### src/rtl/gf256_sqscmul_dom.sv
// gf256_sqscmul_dom
//   Masked GF(2^8) norm stage of a DOM AES S-box. For a shared tower-field
//   byte X = H*y ^ L it produces the shared GF(2^4) value
//   D = mu*H^2 ^ L^2 ^ H*L, with one DOM-indep multiplication register
//   stage. H and L are also passed through an HL_DELAY-deep delay line for
//   the downstream GF(2^8) output multipliers.
// Ports
//   ClkxCI, RstxBI     clock (rising), async active-low reset
//   EnxSI              global enable; low holds every register
//   ValidxSI/ValidxSO  input valid / D valid (1 enabled cycle later)
//   _XxDI              shares of X, share i at [8i+7:8i] (H high nibble)
//   _ZxDI              fresh 4-bit randomness per share pair i<j, lexicographic
//   _DxDO              shares of D, share i at [4i+3:4i]
//   _HxDO/_LxDO        H/L shares delayed HL_DELAY enabled cycles
//   HLValidxSO         ValidxSI delayed HL_DELAY enabled cycles

// Per-share row of DOM terms. Element j of the row is H_i*L_j masked by the
// pair randomness; the diagonal (j == IDX) carries the inner product plus the
// share-local linear part instead (its z_row entry is tied to zero).
module gf256_sqscmul_dom_lane #(
  parameter int SHARES = 2,
  parameter int IDX    = 0
) (
  input  logic [3:0]             h_i,
  input  logic [SHARES-1:0][3:0] l_all,
  input  logic [SHARES-1:0][3:0] z_row,
  output logic [SHARES-1:0][3:0] row_d
);
  // GF(2^2), basis (w,1)
  function automatic logic [1:0] m2(input logic [1:0] a, input logic [1:0] b);
    return {(a[1] & b[1]) ^ (a[1] & b[0]) ^ (a[0] & b[1]),
            (a[1] & b[1]) ^ (a[0] & b[0])};
  endfunction

  // GF(2^4) over GF(2^2), z^2 = z ^ w
  function automatic logic [3:0] m4(input logic [3:0] a, input logic [3:0] b);
    logic [1:0] hh;
    hh = m2(a[3:2], b[3:2]);
    return {hh ^ m2(a[3:2], b[1:0]) ^ m2(a[1:0], b[3:2]),
            m2(2'b10, hh) ^ m2(a[1:0], b[1:0])};
  endfunction

  function automatic logic [3:0] sq4(input logic [3:0] a);
    logic [1:0] hs, ls;
    hs = {a[3], a[3] ^ a[2]};
    ls = {a[1], a[1] ^ a[0]};
    return {hs, m2(2'b10, hs) ^ ls};
  endfunction

  logic [3:0] lin;

  // mu = w*z (4'b1000)
  assign lin = m4(4'h8, sq4(h_i)) ^ sq4(l_all[IDX]);

  always_comb begin
    row_d = '0;
    for (int j = 0; j < SHARES; j++)
      row_d[j] = m4(h_i, l_all[j]) ^ z_row[j] ^ ((j == IDX) ? lin : 4'h0);
  end
endmodule

module gf256_sqscmul_dom #(
  parameter int SHARES   = 2,
  parameter int HL_DELAY = 3
) (
  input  logic                           ClkxCI,
  input  logic                           RstxBI,
  input  logic                           EnxSI,
  input  logic                           ValidxSI,
  input  logic [8*SHARES-1:0]            _XxDI,
  input  logic [2*SHARES*(SHARES-1)-1:0] _ZxDI,
  output logic [4*SHARES-1:0]            _DxDO,
  output logic                           ValidxSO,
  output logic [4*SHARES-1:0]            _HxDO,
  output logic [4*SHARES-1:0]            _LxDO,
  output logic                           HLValidxSO
);
  if (SHARES < 2) begin : g_bad_shares
    $error("gf256_sqscmul_dom: SHARES must be >= 2");
  end
  if (HL_DELAY < 1) begin : g_bad_delay
    $error("gf256_sqscmul_dom: HL_DELAY must be >= 1");
  end

  // index of pair (i,j), i<j, in lexicographic order
  function automatic int pair_idx(input int i, input int j);
    return i * (2 * SHARES - i - 1) / 2 + (j - i - 1);
  endfunction

  logic [SHARES-1:0][3:0]             x_h, x_l;
  logic [SHARES-1:0][SHARES-1:0][3:0] z_mat, cross_t, cross_d, cross_q;
  logic                               vld_d, vld_q;
  logic [HL_DELAY-1:0][8*SHARES-1:0]  x_dly_d, x_dly_q;
  logic [HL_DELAY-1:0]                hl_vld_d, hl_vld_q;

  for (genvar i = 0; i < SHARES; i++) begin : g_share
    assign x_h[i] = _XxDI[8*i+4 +: 4];
    assign x_l[i] = _XxDI[8*i   +: 4];

    // (i,j) and (j,i) share the same pair word
    for (genvar j = 0; j < SHARES; j++) begin : g_pair
      if (i < j) begin : g_lo
        localparam int P = pair_idx(i, j);
        assign z_mat[i][j] = _ZxDI[4*P +: 4];
      end else if (i > j) begin : g_hi
        localparam int P = pair_idx(j, i);
        assign z_mat[i][j] = _ZxDI[4*P +: 4];
      end else begin : g_diag
        assign z_mat[i][j] = 4'h0;
      end
    end

    gf256_sqscmul_dom_lane #(.SHARES(SHARES), .IDX(i)) u_lane (
      .h_i   (x_h[i]),
      .l_all (x_l),
      .z_row (z_mat[i]),
      .row_d (cross_t[i])
    );

    assign _HxDO[4*i +: 4] = x_dly_q[HL_DELAY-1][8*i+4 +: 4];
    assign _LxDO[4*i +: 4] = x_dly_q[HL_DELAY-1][8*i   +: 4];
  end

  always_comb begin
    cross_d  = cross_q;
    vld_d    = vld_q;
    x_dly_d  = x_dly_q;
    hl_vld_d = hl_vld_q;
    if (EnxSI) begin
      cross_d     = cross_t;
      vld_d       = ValidxSI;
      x_dly_d[0]  = _XxDI;
      hl_vld_d[0] = ValidxSI;
      for (int k = 1; k < HL_DELAY; k++) begin
        x_dly_d[k]  = x_dly_q[k-1];
        hl_vld_d[k] = hl_vld_q[k-1];
      end
    end
  end

  always_ff @(posedge ClkxCI or negedge RstxBI) begin
    if (!RstxBI) begin
      cross_q  <= '0;
      vld_q    <= 1'b0;
      x_dly_q  <= '0;
      hl_vld_q <= '0;
    end else begin
      cross_q  <= cross_d;
      vld_q    <= vld_d;
      x_dly_q  <= x_dly_d;
      hl_vld_q <= hl_vld_d;
    end
  end

  // Recombination only after every term has been registered.
  always_comb begin
    _DxDO = '0;
    for (int i = 0; i < SHARES; i++)
      for (int j = 0; j < SHARES; j++)
        _DxDO[4*i +: 4] = _DxDO[4*i +: 4] ^ cross_q[i][j];
  end

  assign ValidxSO   = vld_q;
  assign HLValidxSO = hl_vld_q[HL_DELAY-1];
endmodule

### config.mk
export PLATFORM = sky130hd
export DESIGN_NAME = gf256_sqscmul_dom
export DESIGN_NICKNAME = d
export VERILOG_FILES = /design/src/rtl/gf256_sqscmul_dom.sv
export SDC_FILE = /design/constraint.sdc
export NUM_CORES = 1
export LEC_CHECK = 0
export CORE_MARGIN = 10
export CORE_UTILIZATION = 50
export DETAILED_ROUTE_END_ITERATION = 6
export PLACE_DENSITY = 0.8
export SLEW_MARGIN = 5
export SYNTH_ARGS = -nofsm -noshare
export SYNTH_HDL_FRONTEND = slang
export SYNTH_HIERARCHICAL = 1
export SYNTH_SLANG_ARGS = --single-unit
### constraint.sdc
create_clock -name ClkxCI -period 1.17 [get_ports ClkxCI]
set_clock_uncertainty 0.15 [all_clocks]
set_input_delay 0.117 -clock ClkxCI [delete_from_list [all_inputs] [get_ports ClkxCI]]
set_output_delay 0.117 -clock ClkxCI [all_outputs]
set_load 0.05 [all_outputs]
After elaboration in Yosys (flattened, before gate mapping):

Cells that the tools add are included.

* register bits: 68
* input port bits: 24
* output and inout port bits: 26
* word-level logic and storage cells: 167

* bitwise operators: 158

Operators by type and width (count)
* 1-bit XOR: 68
* 1-bit AND: 64
* 2-bit XOR: 18
* 4-bit XOR: 8

Logic depth before layout (Yosys ltp):

Gate-level depths: netlist of run 1.

* word-level depth: 7
* depth in mapped cells: 7
* mapped depth without buffers: 5

Modules after synthesis:

Netlist of run 1, hierarchy kept.

By module, submodules not included
* gf256_sqscmul_dom: instances 1, cells an instance 166, area an instance 2793.9 um^2
* gf256_sqscmul_dom_lane: instances 2, cells an instance 94, area an instance 698.2 um^2

Worst setup path after synthesis of run 1:

No wires, ideal clock.

* path type: input port to flip-flop
* start: in _XxDI[2]
* end: reg cross_q[3] in the netlist's numbering
* setup time: 0.125 ns
* arrival time: 1.245 ns
* setup slack: -0.350 ns
* stages on the path: 6
* cell sequence: buf_6 -> or3_1 -> a31oi_1 -> xnor2_1 -> xnor2_1 -> mux2_2

RTL lines
* from (decl): RTL line 70 `input logic [8*SHARES-1:0] _XxDI,`
* to (signal assigned): RTL line 148 `cross_q <= cross_d;`
* to (decl): RTL line 91 `logic [SHARES-1:0][SHARES-1:0][3:0] z_mat, cross_t, cross_d, cross_q;`

==> results of run 1 <==
## power breakdown
| part | internal (mW) | total (mW) | switching (mW) |
|---|---|---|---|
| combinational | 2.83 | 5.41 | 2.57 |
| clock | 1.04 | 2.01 | 0.971 |
| sequential | 2.77 | 3.24 | 0.477 |
| total | 6.64 | 10.7 | 4.02 |
## state kept, by name (all words and copies together) (netlist names)
register	cells
x_dly_q	32
cross_q	16
_HxDO	8
_LxDO	8
hl_vld_q	3
## critical path, stage by stage
cell      delay, ns
buf_8          0.11
buf_12         0.13
buf_4          0.15
nor4bb_4       0.30
a221oi_2       0.07
xnor2_1        0.28
xnor2_1        0.14
mux2_4         0.28
## through the flow
step                      hold WS (ns)  instance area (µm²)
after floorplan                -0.3286                 4447
after global placement         -0.1137                 5413
after detailed placement       -0.1004                 5413
after CTS                      0.01764                 6450
after global routing           0.04267                 6873
final                          0.06784                 6873
## cells in the final DEF, fill, tap and decap left out, types with 6 or more instances in the layout
cell,Yosys,routed
buf_12,0,38
nand2_1,16,14
clkbuf_8,0,10
buf_8,0,8
xnor2_1,54,30
buf_6,7,32
nor2b_1,10,6
conb_1,1,8
buf_4,17,60
xnor2_2,0,21
buf_2,13,8
dfrtp_1,67,66
xor2_2,0,9
nor2_1,8,8
mux2_2,45,31
mux2_4,30,44
## repair_timing
action,4_1_cts,5_1_grt
resized for setup,170,63
setup buffers,37,10
hold endpoints to repair,70,0
cloned,7,0
hold buffers,4,0
pin swaps,60,36
setup endpoints to repair,42,42
## how the worst max path moves through the flow
stage / from / end / slack, ns / depth (start not counted)
after floorplan: _XxDI[10] / cross_q[7] / -0.33 / 6
after global placement: _XxDI[13] / cross_q[9] / -0.93 / 6
after detailed placement: _XxDI[13] / cross_q[11] / -1.0 / 6
after CTS: cross_q[5] / _DxDO[1] / -0.34 / 2
after global routing: cross_q[3] / _DxDO[3] / -0.36 / 2
final: _XxDI[2] / cross_q[11] / -0.33 / 8
## routing by layer
| metal | vias to the layer above | share of wire, % | track usage, % |
|---|---|---|---|
| met5 | - | 0 | 0 |
| li1 | 1471 | - | - |
| met4 | 0 | 4.4 | 9.254 |
| met2 | 183 | 50 | 33.65 |
| met3 | 56 | 7.6 | 4.294 |
| met1 | 1782 | 38 | 25.12 |
## layout make-up
type,instances,area (µm²)
clock inverters,6,65.06
fillers,320,1303
multi-input cells,253,3002
clock buffers,10,137.6
repair buffers,157,1857
well taps,105,131.4
diodes,1,2.502
flip-flops and latches,67,1678
## kinds of logic (layout without fill, tap and decap cells)
kind of cell | after synthesis | after routing | share of synthesized area (%)
simple gates | 62 | 62 | 8.659
flops | 67 | 67 | 40.01
xor+xnor | 68 | 68 | 14.21
buf+inv | 41 | 173 | 6.898
compound gates | 34 | 34 | 5.853
mux | 81 | 81 | 24.28
other cells | 1 | 9 | 0.08949
==> results by group, run 1 <==
Outcome
  – Status: complete, but fails checks
  – Failing checks: negative setup slack

STA
  – # setup viols final: 42
  – Post-route setup TNS: -4.988 ns
  – RSZ-0062 raised after global routing: yes
  – Fin. max-slew vios: 0
  – Hold Violations, Final: 0
  – Crit share post-route: 127.9%
  – Fmax: 668.0 MHz
  – Final min period: 1.497 ns
  – Fin worst setup slack: -0.3269 ns

Placement
  – Pre-CTS setup slack: -0.9960 ns
  – Placed Instances: 527
  – RD Place Congestion: 0.8203
  – DP Wirelength: 6657 µm
  – Port Buffers: 49

Critical path
  – Critical Path Sink Type: flip-flop
  – Reg2reg end: cross_q[5]
  – Reg2reg start: cross_q[5]
  – Reg2reg path depth: 2
  – Max FO, Critical Path: 7
  – Startpoint types: input pin
  – Critical Path RT: 1.26 ns
  – Worst EP arrival: 1.59 ns
  – WS Path Type: input pin to flip-flop
  – Flop2flop setup slack: 0.01 ns

Synth
  – Synth cell types: 32
  – EDFF count, synth: 0
  – Synth cell count leaders: dfrtp_1 (67), xnor2_1 (54), mux2_2 (45)
  – Sequential-to-total area share from yosys stat: 40.01%
  – Synth Instances: 354
  – Synth warn: 6
  – Cell type with the largest total area after synthesis: dfrtp_1
  – Count leader, synth: dfrtp_1
  – Register bit count reported by yosys: 67
  – Synth area leaders: dfrtp_1 (40%), mux2_2 (12%), xnor2_1 (11%)
  – Synth top area share: 40.01%
  – Avg Cell Area, Syn: 11.84 µm²
  – Ys flop type: dfrtp_1
  – Synth async-reset ratio: 100.0%
  – Mapped cell area: 4190 µm²

Clock network
  – CTS Sinks: 67
  – CTS Buf Count: 9
  – H-tree depth: 3
  – Clock Tree Buf Depth: 2
  – Clk slew on worst S/H paths: 0.07 ns
  – Worst-skew pair later-pin latency: 0.35 ns
  – Root Buffer Master: clkbuf_8
  – CTS tree: built

Power
  – VDD IR max: 1.528 mV
  – Pwr Total: 10.67 mW
  – Pwr Density: 1552 nW/µm²
  – Leakage dissipation: 3.071 nW

Min path
  – Worst hold path type: input pin to flip-flop
  – Min-Delay Path Depth: 3
  – Hold Startpoint: _XxDI[4]
  – Worst Hold End: x_dly_q[4]

Floorplanning
  – Die height: 111.5 µm
  – Initial Util: 51.25%
  – Die Area: 12440 µm²
  – Core Region: 8175 µm²
  – Rows: 33
  – Horiz. Die Dim: 111.5 µm
  – I/O pin count: 50

Layout
  – Core Util, Final: 84.07%
  – Synth-to-Final Area Change: 64.02%
  – Final std cells w/o fill: 599
  – Nets: 512
  – Share of cells above drive strength 1: 64.50%

Routing
  – Total Wirelength: 15310 µm
  – Post-DR wirelength/cell: 25.55 µm
  – Post-DRT Antenna Nets: 0
  – DR DRC count: 0
  – Vias: 3492
  – Drt pass-1 iters: 4
  – Iter 0 DRT Violations: 250
  – Vias per cell: 5.830

Global route
  – Initial antenna violation count: 1
  – Largest net degree at the start of global routing: 32
  – GRT Overall Usage: 20.43%
  – Gr ovfl total: 0
  – Vias in the first global route: 3675
  – Global-route wire length before repair: 20690 µm

Run
  – Max-Cap Viols: 0
No activity file was read; power rests on OpenSTA's default activity.
==> run 2, diff against run 1 <==
Settings changed: GPL_TIMING_DRIVEN from default to 0.
==> results by group, run 2 (synthesized netlist as in run 1, its figures left out) <==
Layout
  – Max FFs per register: 32 (unchanged)
  – Top reg by flops: x_dly_q
  – Fin area: 6535 µm² (-4.9%)
  – Largest regs: x_dly_q x32, cross_q x16
  – Ant diodes: 0 (-1)
  – Most common cell after layout, fill and taps aside: dfrtp_1
  – Final std cells w/o fill: 573 (-4.3%)
  – Nets: 487 (-4.9%)
  – Most frequent cells in the layout: dfrtp_1 (67), mux2_4 (41), mux2_2 (34)
  – Synth-to-Final Area Change: 55.96%
  – Share of cells above drive strength 1: 59.83% (-4.7 points)

Critical path
  – Largest delay share family, worst path: flip-flops
  – WP buf/inv: 1 (-2)
  – Worst path max stage delay: 0.42 ns (+0.12 ns)
  – WS Path Type: flip-flop to output port
  – Critical Path Sink Type: output port
  – Worst EP arrival: 1.14 ns (-0.45 ns)
  – Max FO, Critical Path: 2 (-5)
  – Crit-path slowest cell: dfrtp_1
  – Critical Path RT: 0.90 ns (-0.36 ns)
  – Sequence of cells on the critical path: xor2_2 -> buf_6
  – Startpoint types: flip-flop

Clock network
  – H-tree depth: 3 (unchanged)
  – Clock Tree Buf Depth: 2 (unchanged)
  – Worst-skew pair later-pin latency: 0.34 ns (about the same)
  – CTS Buf Count: 9 (unchanged)
  – CTS Sinks: 67 (unchanged)
  – CTS tree: built
  – Clk slew on worst S/H paths: 0.08 ns (about the same)
  – Root Buffer Master: clkbuf_8

Placement
  – Pre-CTS setup slack: -1.130 ns (-0.1341 ns)
  – RD Place Congestion: 0.7846 (-4.4%)
  – Placed Instances: 514 (-2.5%)
  – DP Wirelength: 6258 µm (-6.0%)
  – Port Buffers: 48 (-2.0%)
  – Post-place instance area: 5056 µm² (-6.6%)

Global route
  – Gr ovfl total: 0 (unchanged)
  – Vias in the first global route: 3309 (-10%)
  – Global-route wire length before repair: 17950 µm (-13%)
  – Largest net degree at the start of global routing: 68 (+110%)
  – Initial antenna violation count: 0 (-1)
  – GRT Overall Usage: 17.68% (-2.8 points)

STA
  – Post-route setup TNS: -3.948 ns (+1.040 ns)
  – Crit share post-route: 120.6% (-7.4 points)
  – Final min period: 1.411 ns (-0.08610 ns)
  – Relative slew slack: 59.41%
  – Fin. max-slew vios: 0 (unchanged)
  – Hold Violations, Final: 0 (unchanged)
  – Fmax: 708.8 MHz (+6.1%)
  – Fin worst setup slack: -0.2408 ns (+0.08610 ns)
  – Worst-Margin Slew: 0.6088 ns
  – # setup viols final: 36 (-14%)
  – RSZ-0062 raised after global routing: yes

Routing
  – Vias: 3229 (-7.5%)
  – DR DRC count: 0 (unchanged)
  – Total Wirelength: 13340 µm (-13%)
  – Post-DRT Antenna Nets: 0 (unchanged)
  – Iter 0 DRT Violations: 278 (+11%)
  – Vias per cell: 5.635 (-3.3%)
  – Drt pass-1 iters: 5 (+1)
  – Post-DR wirelength/cell: 23.28 µm (-8.9%)

Power
  – Pwr Density: 1529 nW/µm² (-1.5%)
  – Pwr Total: 9.990 mW (-6.3%)
  – Combinational share of power: 46.6% (-4.1 points)
  – Flop pwr share: 31.8% (+1.4 points)
  – Int Power: 6.242 mW (-6.1%)
  – NetSw: 3.748 mW (-6.8%)
  – Leakage dissipation: 2.864 nW (-6.7%)
  – VDD IR max: 0.9969 mV (-35%)
  – Sw frac: 37.52% (-0.19 points)
  – Clock Power Share: 21.6% (+2.7 points)

Min path
  – Worst hold path type: input pin to flip-flop

Floorplanning
  – I/O pin count: 50 (unchanged)
  – Initial Util: 51.25% (unchanged)
  – Die Area: 12440 µm² (unchanged)
  – Die height: 111.5 µm (unchanged)
  – Rows: 33 (unchanged)
  – Core Region: 8175 µm² (unchanged)
  – Horiz. Die Dim: 111.5 µm (unchanged)

Run
  – Max-Cap Viols: 0 (unchanged)

Outcome
  – Status: complete, but fails checks
  – Failing checks: negative setup slack
[run 2: changes by cell type in the layout (fill, tap and decap cells not counted), sizes merged]
cell,before,now
dlygate4sd3,4,17
inv,0,1
diode,1,0
clkbuf,11,15
buf,147,105
clkinvlp,1,2
bufinv,1,2
clkinv,4,1
[run 2: final cells by class]
class / count / area, µm²
buffer: 25 / 319.1
timing repair buffer: 107 / 1210
clock buffer: 10 / 127.6
sequential: 67 / 1677
multi-input combinational: 253 / 2982
tap: 105 / 131.4
clock inverter: 6 / 88.84
fill: 394 / 1640
[run 2: power by group through the flow]
stage,sequential (mW),clock (mW),combinational [mW]
floorplan,3.10,0,2.71
global placement,3.12,0,3.67
detailed placement,3.14,0,3.72
CTS,3.15,2.17,4.16
global route,3.23,2.30,4.85
finish,3.18,2.16,4.65
[run 2: metal layers]
metal / track usage [%] / part of all wire (%) / vias up
li1: - / - / 1412
met4: 6.684 / 4.1 / 0
met1: 21.20 / 40 / 1621
met2: 29.74 / 50 / 148
met5: 0 / 0 / -
met3: 4.563 / 6.6 / 48
[run 2: path summary, 6_finish.rpt]
| path | startpoint | to | slack, ns | cells past startpoint |
|---|---|---|---|---|
| min | EnxSI | cross_q[15] | 0.04 | 2 |
| min in group asynchronous | RstxBI | cross_q[14] | 0.14 | 2 |
| max in group asynchronous | RstxBI | x_dly_q[25] | 0.25 | 2 |
| max reg2reg | cross_q[5] | cross_q[5] | -0.06 | 3 |
| min reg2reg | x_dly_q[22] | _HxDO[2] | 0.35 | 1 |
| max | cross_q[12] | _DxDO[4] | -0.24 | 2 |
[run 2: per-stage QoR]
stage	hold slack, ns	utilization, %
detailed placement	0.1176	61.85
finish	0.04250	79.94
global route	0.03343	79.94
global placement	0.3352	61.88
CTS	0.03110	73.42
floorplan	-0.3286	-
[run 2: timing repair]
item	CTS	global route
hold buffers	16	1
resized for setup	358	71
endpoints found under the setup margin	42	109
pin swaps	44	35
endpoints found under the hold margin	82	1
cloned	1	1
setup buffers	29	11
[run 2: worst register-to-register path: cells and delay by family, from the launching register on]
kind | cells | cell delay (ns)
DFF | 1 | 0.42
buffers and inverters | 2 | 0.29
muxes | 1 | 0.26
